[config.mk]
export PLATFORM = sky130hd
export DESIGN_NAME = hold_ctrl
export DESIGN_NICKNAME = d
export VERILOG_FILES = /design/src/rtl/hold_ctrl.sv
export SDC_FILE = /design/constraint.sdc
export NUM_CORES = 1
export LEC_CHECK = 0
export ABC_CLOCK_PERIOD_IN_PS = 2230
export CORE_ASPECT_RATIO = 0.7
export CORE_MARGIN = 8
export CORE_UTILIZATION = 41
export CTS_CLUSTER_DIAMETER = 200
export DETAILED_ROUTE_END_ITERATION = 8
export PLACE_DENSITY = 0.81
export SYNTH_ARGS = -nofsm -noshare
export SYNTH_HDL_FRONTEND = slang
export SYNTH_SLANG_ARGS = --single-unit
[constraint.sdc]
create_clock -name clk -period 2.23 [get_ports clk]
set_clock_uncertainty 0.15 [all_clocks]
set_input_delay 0.223 -clock clk [delete_from_list [all_inputs] [get_ports clk]]
set_output_delay 0.223 -clock clk [all_outputs]
set_load 0.005 [all_outputs]
[src/rtl/hold_ctrl.sv]
// Pipeline hold/flush scheduler: arbitrates ex, rib and clint stall/flush
// requests onto the shared hold bus, plus bus watchdog and stall counter.
module hold_ctrl #(
    parameter int FLUSH_CYCLES = 1,
    parameter int RIB_TIMEOUT  = 255
) (
    input  logic        clk,
    input  logic        rst,
    input  logic        jump_flag_i,
    input  logic [31:0] jump_addr_i,
    input  logic        hold_ex_i,
    input  logic        hold_rib_i,
    input  logic        int_req_i,
    input  logic        int_done_i,
    input  logic [31:0] int_addr_i,
    input  logic        stall_clr_i,
    output logic [2:0]  hold_flag_o,
    output logic        jump_flag_o,
    output logic [31:0] jump_addr_o,
    output logic        int_ack_o,
    output logic        rib_timeout_o,
    output logic [31:0] stall_cnt_o
);

    typedef enum logic [1:0] {
        RUN,
        FLUSH,
        INT_ACTIVE
    } state_t;

    localparam logic [1:0]  FC = 2'(FLUSH_CYCLES);
    localparam logic [15:0] RT = 16'(RIB_TIMEOUT);
    localparam logic [15:0] RT_LAST = RT - 16'd1;

    state_t      state;
    logic [1:0]  fcnt;
    logic [15:0] rcnt;
    logic [31:0] stall_cnt;

    logic jump_req;
    logic int_jump;
    logic redirect;

    always_comb begin
        jump_req = jump_flag_i && (state != INT_ACTIVE);
        int_jump = int_done_i && (state == INT_ACTIVE);
        redirect = !rst && (jump_req || int_jump);

        jump_flag_o = redirect;
        jump_addr_o = 32'd0;
        if (!rst) begin
            unique case (1'b1)
                jump_req: jump_addr_o = jump_addr_i;
                int_jump: jump_addr_o = int_addr_i;
                default:  jump_addr_o = 32'd0;
            endcase
        end

        int_ack_o = !rst && (state == RUN) && !jump_flag_i &&
                    int_req_i && !hold_ex_i;

        // Highest active contribution wins; reset holds everything.
        if (rst || redirect || hold_ex_i || state == INT_ACTIVE)
            hold_flag_o = 3'd3;
        else if (state == FLUSH)
            hold_flag_o = 3'd2;
        else if (hold_rib_i)
            hold_flag_o = 3'd1;
        else
            hold_flag_o = 3'd0;

        rib_timeout_o = !rst && (RT != 16'd0) && hold_rib_i &&
                        (rcnt == RT_LAST);
    end

    always_ff @(posedge clk) begin
        if (rst) begin
            state <= RUN;
            fcnt  <= 2'd0;
        end else if (redirect) begin
            if (FC == 2'd0) begin
                state <= RUN;
                fcnt  <= 2'd0;
            end else begin
                state <= FLUSH;
                fcnt  <= FC;
            end
        end else begin
            case (state)
                RUN: begin
                    if (int_ack_o)
                        state <= INT_ACTIVE;
                end
                FLUSH: begin
                    if (fcnt <= 2'd1) begin
                        state <= RUN;
                        fcnt  <= 2'd0;
                    end else begin
                        fcnt <= fcnt - 2'd1;
                    end
                end
                INT_ACTIVE: state <= INT_ACTIVE;
                default: begin
                    state <= RUN;
                    fcnt  <= 2'd0;
                end
            endcase
        end
    end

    // Watchdog saturates so the timeout pulses once per hold episode.
    always_ff @(posedge clk) begin
        if (rst || !hold_rib_i)
            rcnt <= 16'd0;
        else if (rcnt != RT)
            rcnt <= rcnt + 16'd1;
    end

    always_ff @(posedge clk) begin
        if (rst || stall_clr_i)
            stall_cnt <= 32'd0;
        else if (hold_flag_o != 3'd0)
            stall_cnt <= stall_cnt + 32'd1;
    end

    assign stall_cnt_o = stall_cnt;

endmodule
# Word level (Yosys, flattened, before mapping)
# Cells that the tools add are included.
totals:
  wordCells: 57
  regBits: 52
op_classes:
  addsub: 3
  n_reduce_logical: 25
  muxes: 12
  eq_ne: 10
  order_cmp: 1
op_table:
  columns: ["op", "count"]
  rows:
  - ["case mux 32 bit (2 select lines)", 1]
  - ["adder 32 x 1 -> 32 bit (second input constant)", 1]
  - ["2-to-1 mux 32 bit", 1]
  - ["adder 16 x 1 -> 16 bit (second input constant)", 1]
  - ["== test 16 x 8 -> 1 bit (second input constant)", 1]
  - ["inequality test 16 x 8 -> 1 bit (second input constant)", 1]
  - ["2-to-1 mux 2 bit", 5]
  - ["logical AND 1 bit", 9]
  - ["logical OR 1 bit", 6]
  - ["case mux 2 bit (3 select lines)", 1]
  - ["logical NOT 1 bit", 4]
  - ["inequality test 2 x 1 -> 1 bit (second input constant)", 2]
  - ["inequality test 2 bit (second input constant)", 2]
  - ["case mux 2 bit (2 select lines)", 1]
  - ["AND reduction 2 bit", 2]
  - ["OR reduction 2 bit", 2]
  - ["2-to-1 mux 1 bit", 3]
  - ["inequality test 3 x 2 -> 1 bit (second input constant)", 1]
  - ["inequality test 3 bit (second input constant)", 1]
  - ["nonzero test 3 bit", 1]
  - ["== test 2 x 1 -> 1 bit (second input constant)", 1]
  - ["== test 2 bit (second input constant)", 1]
  - ["<= comparator 2 x 1 -> 1 bit (second input constant)", 1]
  - ["logical NOT 2 bit", 1]
  - ["subtractor 2 x 1 -> 2 bit (second input constant)", 1]

# Depth between registers and ports, before layout
# Gate-level depths: netlist of run 1.
depth:
  ltp_word: 9
  depth_mapped: 7
  mapped_depth_nobuf: 6

# Worst setup path before layout of run 1
# No wires, ideal clock.
synth_path:
  kind: "register -> output"
  startpoint: "register state[0]"
  endpoint: "output port hold_flag_o[0]"
  path_stages_with_launch: 6
  setup_slack_ns: 0.349
  arrival_time_ns: 1.508
  n_path_buf: 1
  required_time_ns: 1.857
  cell_sequence: "dfxtp_1 > inv_1 > and3_1 > clkbuf_1 > or3_1 > or3_1"
synth_via:
  elab_chain_len: 8
synth_lines:
  columns: ["item", "line_no", "source"]
  rows:
  - ["start, declared", "35", "state_t state;"]
  - ["start signal, assigned", "78", "state <= RUN;"]
  - ["start signal, assigned", "82", "state <= RUN;"]
  - ["start signal, assigned", "85", "state <= FLUSH;"]
  - ["inequality test 2 bit or == test 2 bit (tied branches)", "45, 46, 63", null]
  - ["logical AND 1 bit (on tied branches)", "45, 46", null]
  - ["logical OR 1 bit", "47", "redirect = !rst && (jump_req || int_jump);"]
  - ["logical AND 1 bit", "47", null]
  - ["logical OR 1 bit (3 in a row)", "63", "if (rst || redirect || hold_ex_i || state == INT_ACTIVE)"]
  - ["2-to-1 mux 2 bit *", "63", null]
  - ["end, declared", "17", "output logic [2:0] hold_flag_o,"]
# Every way passes the cells marked *; elsewhere a longest branch is shown, timed or not.

# Final worst setup path of run 1
layout_path:
  startpoint: "register state[0]"
  endpoint: "output port jump_addr_o[30]"
layout_via:
  elab_chain_len: 4
layout_lines:
  columns: ["item", "line_no", "source"]
  rows:
  - ["== test 2 bit or inequality test 2 bit (tied branches)", "46, 45", null]
  - ["logical AND 1 bit (on tied branches)", "46, 45", null]
  - ["case mux 32 bit (2 select lines) *", "52", "unique case (1'b1)"]
  - ["2-to-1 mux 32 bit *", "51", "if (!rst) begin"]
  - ["end, declared", "19", "output logic [31:0] jump_addr_o,"]
# Marks and branches as above.

==> results of run 1 <==
## Yosys cell counts (3+ instances only)
cell	n
nor2_1	78
dfxtp_1	52
a22oi_1	32
xnor2_1	22
nand2_1	21
clkbuf_1	17
nand3_1	17
nor4_1	14
a21oi_1	13
xor2_1	13
o21ai_0	11
nand4_1	10
or3_1	10
and4_1	9
inv_1	9
nor3_1	7
and3_1	5
and2_1	3
ha_1	3
nand3b_1	3
## final timing paths
path | slack (ns) | start | end
worst max-delay path | 0.05 | state[0] | jump_addr_o[30]
worst min-delay path | 0.28 | fcnt[1] | fcnt[1]
worst max register to register | 0.13 | stall_cnt_o[0] | stall_cnt_o[26]
worst min register to register | 0.28 | fcnt[1] | fcnt[1]
## through the flow
step / instance area [um2] / setup WS, ns / hold slack, ns
after global placement: 4530 / -0.212 / 0.266
after floorplan: 2890 / 0.349 / 0.246
after CTS: 4700 / 0.00118 / 0.264
after global routing: 4830 / -0.0533 / 0.301
after detailed placement: 4530 / -0.293 / 0.269
final: 4830 / 0.0523 / 0.284
## state kept, by name, summed over array words and instances, names as in the netlist
signal       flops
state            2
fcnt             2
rcnt            16
stall_cnt_o     32
## cells by family after synthesis
family | synth area share
multiplexers | 0.00389
buffers and inverters | 0.0437
flip-flops | 0.360
adder cells (fa/ha/maj) | 0.0164
AO/OA/AOI/OAI | 0.145
XOR/XNOR | 0.106
other | 0.00130
AND/OR/NAND/NOR | 0.324
## metal layers
layer	global-route usage	routed length [um]
met2	0.337	5380
met4	0.0410	129
met5	0	0
met3	0.0396	608
met1	0.249	4620
## critical path: stages, from the launching register on
cell	delay (ns)
dfxtp_2	0.38
inv_4	0.06
a21boi_4	0.22
buf_12	0.16
buf_4	0.18
buf_4	0.12
a22oi_2	0.04
nor2_1	0.11
clkdlybuf4s15_1	0.22
## final cells by class
type / instances / area [um2] / area share
multi-input combinational: 291 / 1830 / 0.379
tap: 94 / 118 / 0.0243
timing repair buffer: 173 / 1700 / 0.352
inverter: 9 / 36.3 / 0.00751
clock buffer: 5 / 68.8 / 0.0142
sequential: 52 / 1040 / 0.216
clock inverter: 3 / 27.5 / 0.00570
antenna: 1 / 2.50 / 0.000518
## power groups by stage
stage          combinational [mW]  clock [mW]  sequential, mW
2_1_floorplan              0.0913           0           0.962
3_3_place_gp                0.307           0           0.963
3_5_place_dp                0.313           0           0.963
4_1_cts                     0.312       0.586           0.942
5_1_grt                     0.356       0.629           0.945
6_report                    0.333       0.573           0.943
## repair_timing
action	4_1_cts	5_1_grt
gates resized for setup	41	44
setup buffers	3	5
pin swaps	0	7
cloned	1	0
setup endpoints to repair	37	29
==> run metrics, run 1 <==
peak supply drop=between 0.2 and 0.3 mV; die width=about 120 um; post-synthesis cell type count=39; clk root buf=clkbuf_8; Warnings, synthesis=0; CP Max Fanout=10; clock sinks=52; Syn Area/Cell=between 7 and 8 um2; initial antenna violation count=0; period utilization=0.977; first-pass GRT wire length=16.2 mm; H-tree Lvls=2; Vias/cell=between 5 and 6; power share of the clock group=0.310; unrepaired setup endpoints after global routing=true; HP Class=reg2reg; worst reg2reg path depth=6; asr flop ratio synth=0; Area growth syn-to-layout=67.0%; nature of the critical path endpoint=primary output; Die Area=roughly 10000 um2; top post-synthesis cells by area=dfxtp_1 36%, nor2_1 10%, a22oi_1 8.3%; MaxCap Viol Count=0; CTS max path bufs=2; Cell Count, Final, Fillers Out=around 630; IO buf count=140; GP Congestion=~0.84; Setup TNS=0 ns; CTS tree=yes; vias in the first global route=3228; Placed Cells=610; commonest cells after routing, fill and taps aside=101 x clkdlybuf4s50_1, 78 x nor2_1, 50 x dfxtp_1, 29 x buf_4, 22 x xnor2_1; post-synthesis sequential area ratio=0.360; Core Util, Final=0.712; Hold Vio Cnt, Final=0; Int Pwr=1.37 mW; layout cell share with drive strength beyond 1=0.137; Hold Path Cell Cnt=2; die span in y=roughly 86 um; FF+latch count, synth=52; most common cell after layout, fill and taps aside=clkdlybuf4s50_1; io pins=between 100 and 150; grt ovf=0; final WL=~11 mm; placed wire-length estimate=~8 mm; EDFF count, synth=0; NumNets Final=about 610; Synthesized Nets=about 450; hold_buf cts=0; 1st-pass router iterations=4; startpoint type of the worst setup path=flip-flop; DRC violation count after routing=0; final setup vio count=0; Wirelength per Cell=~17 um; total core area=a little under 7000 um2; sw frac=0.258; Num CTS Buffers=5; Power Density=383 nW/um2; Pwr Total=1.85 mW; Mapped Cells=roughly 370; WP data arrival=1.80 ns; Starting Density=0.426; Fill cells=541; Mapped Area=2890 um2; vias=3300; Worst-path clk slew=approximately 0.090 ns; switching power=0.477 mW; FP Rows=25; GR Util All Layers=0.197; Post-synth top flop=dfxtp_1; leakage=~1.9 nW; Max Fclk=around 0.46 GHz; sequential cell fraction of total power=0.510; Final min period=roughly 2.2 ns; DRT antenna net count=0; status=completed; part of the power in combinational logic=0.180; Skew-Pair Late Insertion Delay=around 0.32 ns; kind of critical path=reg2out; Yosys top cell by area=dfxtp_1; Synth top area share=0.360; 1st-iter DRT viols=207; largest net degree at the start of global routing=22; fin. max-slew vios=0; Req. time, crit path=between 1.5 and 2 ns
No activity file was read; power rests on OpenSTA's default activity.
==> run 2, diff against run 1 <==
--- a/config.mk
+++ b/config.mk
@@ -12,6 +12,7 @@
 export CTS_CLUSTER_DIAMETER = 200
 export DETAILED_ROUTE_END_ITERATION = 8
 export PLACE_DENSITY = 0.81
+export RECOVER_POWER = 100
 export SYNTH_ARGS = -nofsm -noshare
 export SYNTH_HDL_FRONTEND = slang
 export SYNTH_SLANG_ARGS = --single-unit
==> run 2 against run 1 <==
Compared with the run above:
- die area stayed put
- power hardly changed
- worst setup slack hardly changed
- critical path depth stayed put
- critical path type unchanged
- largest power group unchanged
==> run metrics, run 2 (synthesized netlist as in run 1, its figures left out) <==
status=completed; Starting Density=0.426; Skew-Pair Late Insertion Delay=about 0.32 ns; critical path's slowest cell=dfxtp_2; final worst slack=around 0.052 ns; fin. max-slew vios=0; clk root buf=clkbuf_8; GP Congestion=~0.84; CTS tree=yes; kind of critical path=reg2out; period utilization=0.977; sequential cell area=approximately 1000 um2; grt ovf=0; Power Density=approximately 380 nW/um2; NumNets Final=approximately 610; peak supply drop=between 0.2 and 0.3 mV; Req. time, crit path=between 1.5 and 2 ns; HP Class=reg2reg; CTS max path bufs=2; WP data arrival=roughly 1.8 ns; Fill cells=between 500 and 600; CP cell instances=inv_4 -> a21boi_4 -> buf_12 -> buf_4 -> buf_4 -> a22oi_2 -> nor2_1 -> clkdlybuf4s15_1; final setup vio count=0; startpoint type of the worst setup path=flip-flop; hold_buf cts=0; CP Max Fanout=10; Worst-path clk slew=0.09 ns; Wirelength per Cell=between 15 and 20 um; MaxCap Viol Count=0; layout cell share with drive strength beyond 1=0.135; Max Fclk=between 0.4 and 0.5 GHz; H-tree Lvls=2; Area growth syn-to-layout=66.9%; Pwr Total=between 1.5 and 2 mW; first-pass GRT wire length=approximately 16 mm; FP Rows=25; Hold Vio Cnt, Final=0; die span in y=between 80 and 90 um; die width=around 120 um; vias in the first global route=roughly 3.2k; placed wire-length estimate=roughly 7.9 mm; GR Util All Layers=0.197; most common cell after layout, fill and taps aside=clkdlybuf4s50_1; CP dominant cell by count=buf_4; Vias/cell=approximately 5.2; leakage=1.89 nW; total core area=6790 um2; 1st-iter DRT viols=207; nature of the critical path endpoint=primary output; clock sinks=between 50 and 60; Largest register FFs=32; 1st-pass router iterations=5; initial antenna violation count=0; DRC violation count after routing=0; commonest cells after routing, fill and taps aside=101 x clkdlybuf4s50_1, 78 x nor2_1, 50 x dfxtp_1, 28 x buf_4, 22 x xnor2_1; Final min period=between 2 and 2.5 ns; DRT antenna net count=0; unrepaired setup endpoints after global routing=true; IO buf count=between 100 and 150; CP bufs+invs=5; Die Area=~10000 um2; Num CTS Buffers=5; Crit path largest cell delay=0.38 ns; vias=~3.3k; Post-Place Worst Slack=-0.293 ns; CP top delay family=buffers and inverters; final WL=about 11 mm; largest net degree at the start of global routing=22; io pins=between 100 and 150; multi-input logic area=roughly 1800 um2
-- run 2: cell types whose count changed in the layout (fill, tap and decap cells not counted), sizes merged --
cell / previous run / this run
clkbuf: 9 / 10
buf: 32 / 31
-- run 2: final cells by class --
cell class | instances | area share
clock buffer | 5 | 0.0142
inverter | 9 | 0.00751
sequential | 52 | 0.216
clock inverter | 3 | 0.00570
timing repair buffer | 173 | 0.352
multi-input combinational | 291 | 0.380
antenna | 1 | 0.000518
tap | 94 | 0.0244
-- run 2: path summary, 6_finish.rpt --
path                                startpoint              end  slack (ns)  depth (start not counted)
worst max-delay path                  state[0]  jump_addr_o[30]        0.05                          8
worst min-delay path                   fcnt[1]          fcnt[1]        0.28                          2
worst min register to register         fcnt[1]          fcnt[1]        0.28                          2
worst max register to register  stall_cnt_o[0]  stall_cnt_o[26]        0.13                          6
-- run 2: repair_timing --
action                                  4_1_cts  5_1_grt
endpoints found under the setup margin       37       29
cloned                                        1        0
hold endpoints to repair                      0        0
buffers inserted                              3        5
gates resized for setup                      41       44
pin swaps                                     0        7
-- run 2: power by group --
part / total, mW / switching (mW) / internal, mW
clock network: 0.573 / 0.342 / 0.231
logic: 0.332 / 0.126 / 0.206
registers: 0.943 / 0.00838 / 0.935
total: 1.85 / 0.477 / 1.37
-- run 2: worst reg2reg max path, stage by stage, from the launching register on --
cell and delay [ns]:
dfxtp_1 0.44, ha_1 0.23, and4_1 0.27, and2_1 0.24
nand4_4 0.18, or3_1 0.38, a21oi_1 0.14
-- run 2: metal layers --
layer / part of all wire / global-route usage
met5: 0 / 0
met2: 0.50 / 0.337
met4: 0.012 / 0.0410
met1: 0.43 / 0.249
met3: 0.057 / 0.0396
-- run 2: per-stage QoR --
stage / instances / TNS, ns / hold slack (ns) / utilization / cell area (um2)
global placement: 610 / -4.66 / 0.266 / 0.667 / 4530
CTS: 622 / 0 / 0.264 / 0.692 / 4700
floorplan: 374 / 0 / 0.246 / - / 2890
global route: 627 / -0.128 / 0.301 / 0.711 / 4830
finish: 628 / 0 / 0.284 / 0.712 / 4830
detailed placement: 610 / -6.92 / 0.269 / 0.667 / 4530
==> run 3, diff against run 2 <==
--- a/config.mk
+++ b/config.mk
@@ -7,7 +7,6 @@
 export LEC_CHECK = 0
 export ABC_CLOCK_PERIOD_IN_PS = 2230
 export CORE_ASPECT_RATIO = 0.7
-export CORE_MARGIN = 8
 export CORE_UTILIZATION = 41
 export CTS_CLUSTER_DIAMETER = 200
 export DETAILED_ROUTE_END_ITERATION = 8
==> run 3 against run 2 <==
Compared with the run above:
- first-iteration DRC count shrank 57%
- via count shrank 0.15%
- combinational power shrank 6%
- largest cell class unchanged
==> run metrics, run 3 (synthesized netlist as in run 1, its figures left out) <==
status=completed; met1 usage in global routing=0.327; CP bufs+invs=2; H-tree Lvls=2; GP Congestion=0.809; vias=3285; Starting Density=0.426; startpoint type of the worst setup path=primary input; worst hold start=fcnt[1]; critical path's slowest cell=clkdlybuf4s50_1; Final min period=about 2.2 ns; HP Class=reg2reg; Area growth syn-to-layout=61.7%; CP cell instances=clkdlybuf4s50_1 -> and3_4 -> or3_4 -> or3_1 -> clkdlybuf4s15_1; period utilization=0.974; io pins=around 140; Hold Vio Cnt, Final=0; layout cell share with drive strength beyond 1=0.0918; CP Max Fanout=2; 1st-pass router iterations=5; kind of critical path=in2out; Wirelength per Cell=between 10 and 15 um; CTS tree=yes; Crit path largest cell delay=~0.43 ns; Largest register FFs=32; grt peak-use layer=met2; clock sinks=52; MaxCap Viol Count=0; GR Layer Usage met3=0.0443; IO buf count=between 100 and 150; Pwr Total=around 1.9 mW; leakage=approximately 1.9 nW; Hold Path Cell Cnt=2; largest net degree at the start of global routing=35; antenna cell count=0; 1st-iter DRT viols=89; nature of the critical path endpoint=primary output; Power Density=409 nW/um2; Worst-path clk slew=roughly 0.090 ns; initial antenna violation count=0; total core area=between 6000 and 7000 um2; first-pass GRT wire length=approximately 14 mm; Req. time, crit path=between 1.5 and 2 ns; WP data arrival=between 1.5 and 2 ns; Vias/cell=~5.2; hold_buf cts=0; CTS max path bufs=2; die span in y=between 70 and 80 um; Setup TNS=0 ns; most common cell after layout, fill and taps aside=nor2_1; unrepaired setup endpoints after global routing=true; commonest cells after routing, fill and taps aside=78 x nor2_1, 71 x clkdlybuf4s50_1, 50 x dfxtp_1; Critical R2R Launch=state[1]; CP top delay family=simple AND/OR/NAND/NOR gates; met2 Track Usage GR=0.377; Skew-Pair Late Insertion Delay=0.31 ns; Max Fclk=between 0.4 and 0.5 GHz; GR Util All Layers=0.233; reg-to-reg setup timing slack=between 0.05 and 0.06 ns; clk root buf=clkbuf_8; Num CTS Buffers=5; Die Area=7400 um2; DRC violation count after routing=0; vias in the first global route=roughly 3.0k; worst reg2reg path depth=7; DRT antenna net count=0; NumNets Final=slightly above 600; die width=102 um; placed wire-length estimate=about 7 mm; grt ovf=0; final WL=between 8 and 9 mm; fin. max-slew vios=0; reg2reg end=stall_cnt_o[30]; WHS Endpoint=fcnt[1]; peak supply drop=roughly 0.36 mV; FP Rows=25; final setup vio count=0; Fill cells=a little under 600
==> run 3: cell type report <==
| type | count | area [um2] | area share |
|---|---|---|---|
| clock inverter | 3 | 46.3 | 0.00989 |
| multi-input combinational | 291 | 1760 | 0.376 |
| clock buffer | 5 | 68.8 | 0.0147 |
| tap | 94 | 118 | 0.0251 |
| timing repair buffer | 174 | 1610 | 0.344 |
| sequential | 52 | 1040 | 0.223 |
| inverter | 9 | 33.8 | 0.00722 |
==> run 3: worst max path at each step <==
| stage | from | endpoint | slack [ns] | cells after the start |
|---|---|---|---|---|
| 3_3_place_gp | rst | int_ack_o | -0.21 | 4 |
| 4_1_cts | int_done_i | hold_flag_o[0] | 0.003 | 5 |
| 3_5_place_dp | rst | int_ack_o | -0.26 | 4 |
| 5_1_grt | state[1] | jump_addr_o[4] | -0.008 | 8 |
| 6_report | int_done_i | hold_flag_o[0] | 0.06 | 5 |
| 2_1_floorplan | state[0] | hold_flag_o[0] | 0.35 | 5 |
==> run 3: repair_timing <==
| item | 4_1_cts | 5_1_grt |
|---|---|---|
| gates resized for setup | 50 | 10 |
| pin swaps | 3 | 0 |
| endpoints found under the setup margin | 37 | 14 |
| setup buffers | 3 | 0 |
| cloned | 0 | 0 |
==> run 3: routing by layer <==
| layer | wire length [um] | part of all wire |
|---|---|---|
| met4 | 69 | 0.0077 |
| met2 | 4250 | 0.48 |
| met1 | 4240 | 0.47 |
| met5 | 0 | 0 |
| met3 | 373 | 0.042 |
==> run 3: worst min-delay path: cells and delay by family, from the launching register on <==
family,cells,cell delay [ns]
DFF,1,0.32
and+or+nand+nor,2,0.09
==> run 3: power breakdown <==
group	leakage [nW]	switching, mW	internal [mW]
Clock	0.0548	0.322	0.338
Combinational	1.38	0.115	0.198
Sequential	0.421	0.00603	0.935
Total	1.85	0.443	1.47
==> run 3: through the flow <==
stage	std cells	setup WS (ns)	utilization	hold WS, ns	cell area, um2
after detailed placement	617	-0.259	0.673	0.276	4570
after global routing	628	-0.00783	0.690	0.328	4680
after global placement	617	-0.209	0.673	0.265	4570
after floorplan	374	0.349	-	0.246	2890
final	628	0.0581	0.690	0.296	4680
after CTS	628	0.00306	0.694	0.296	4710
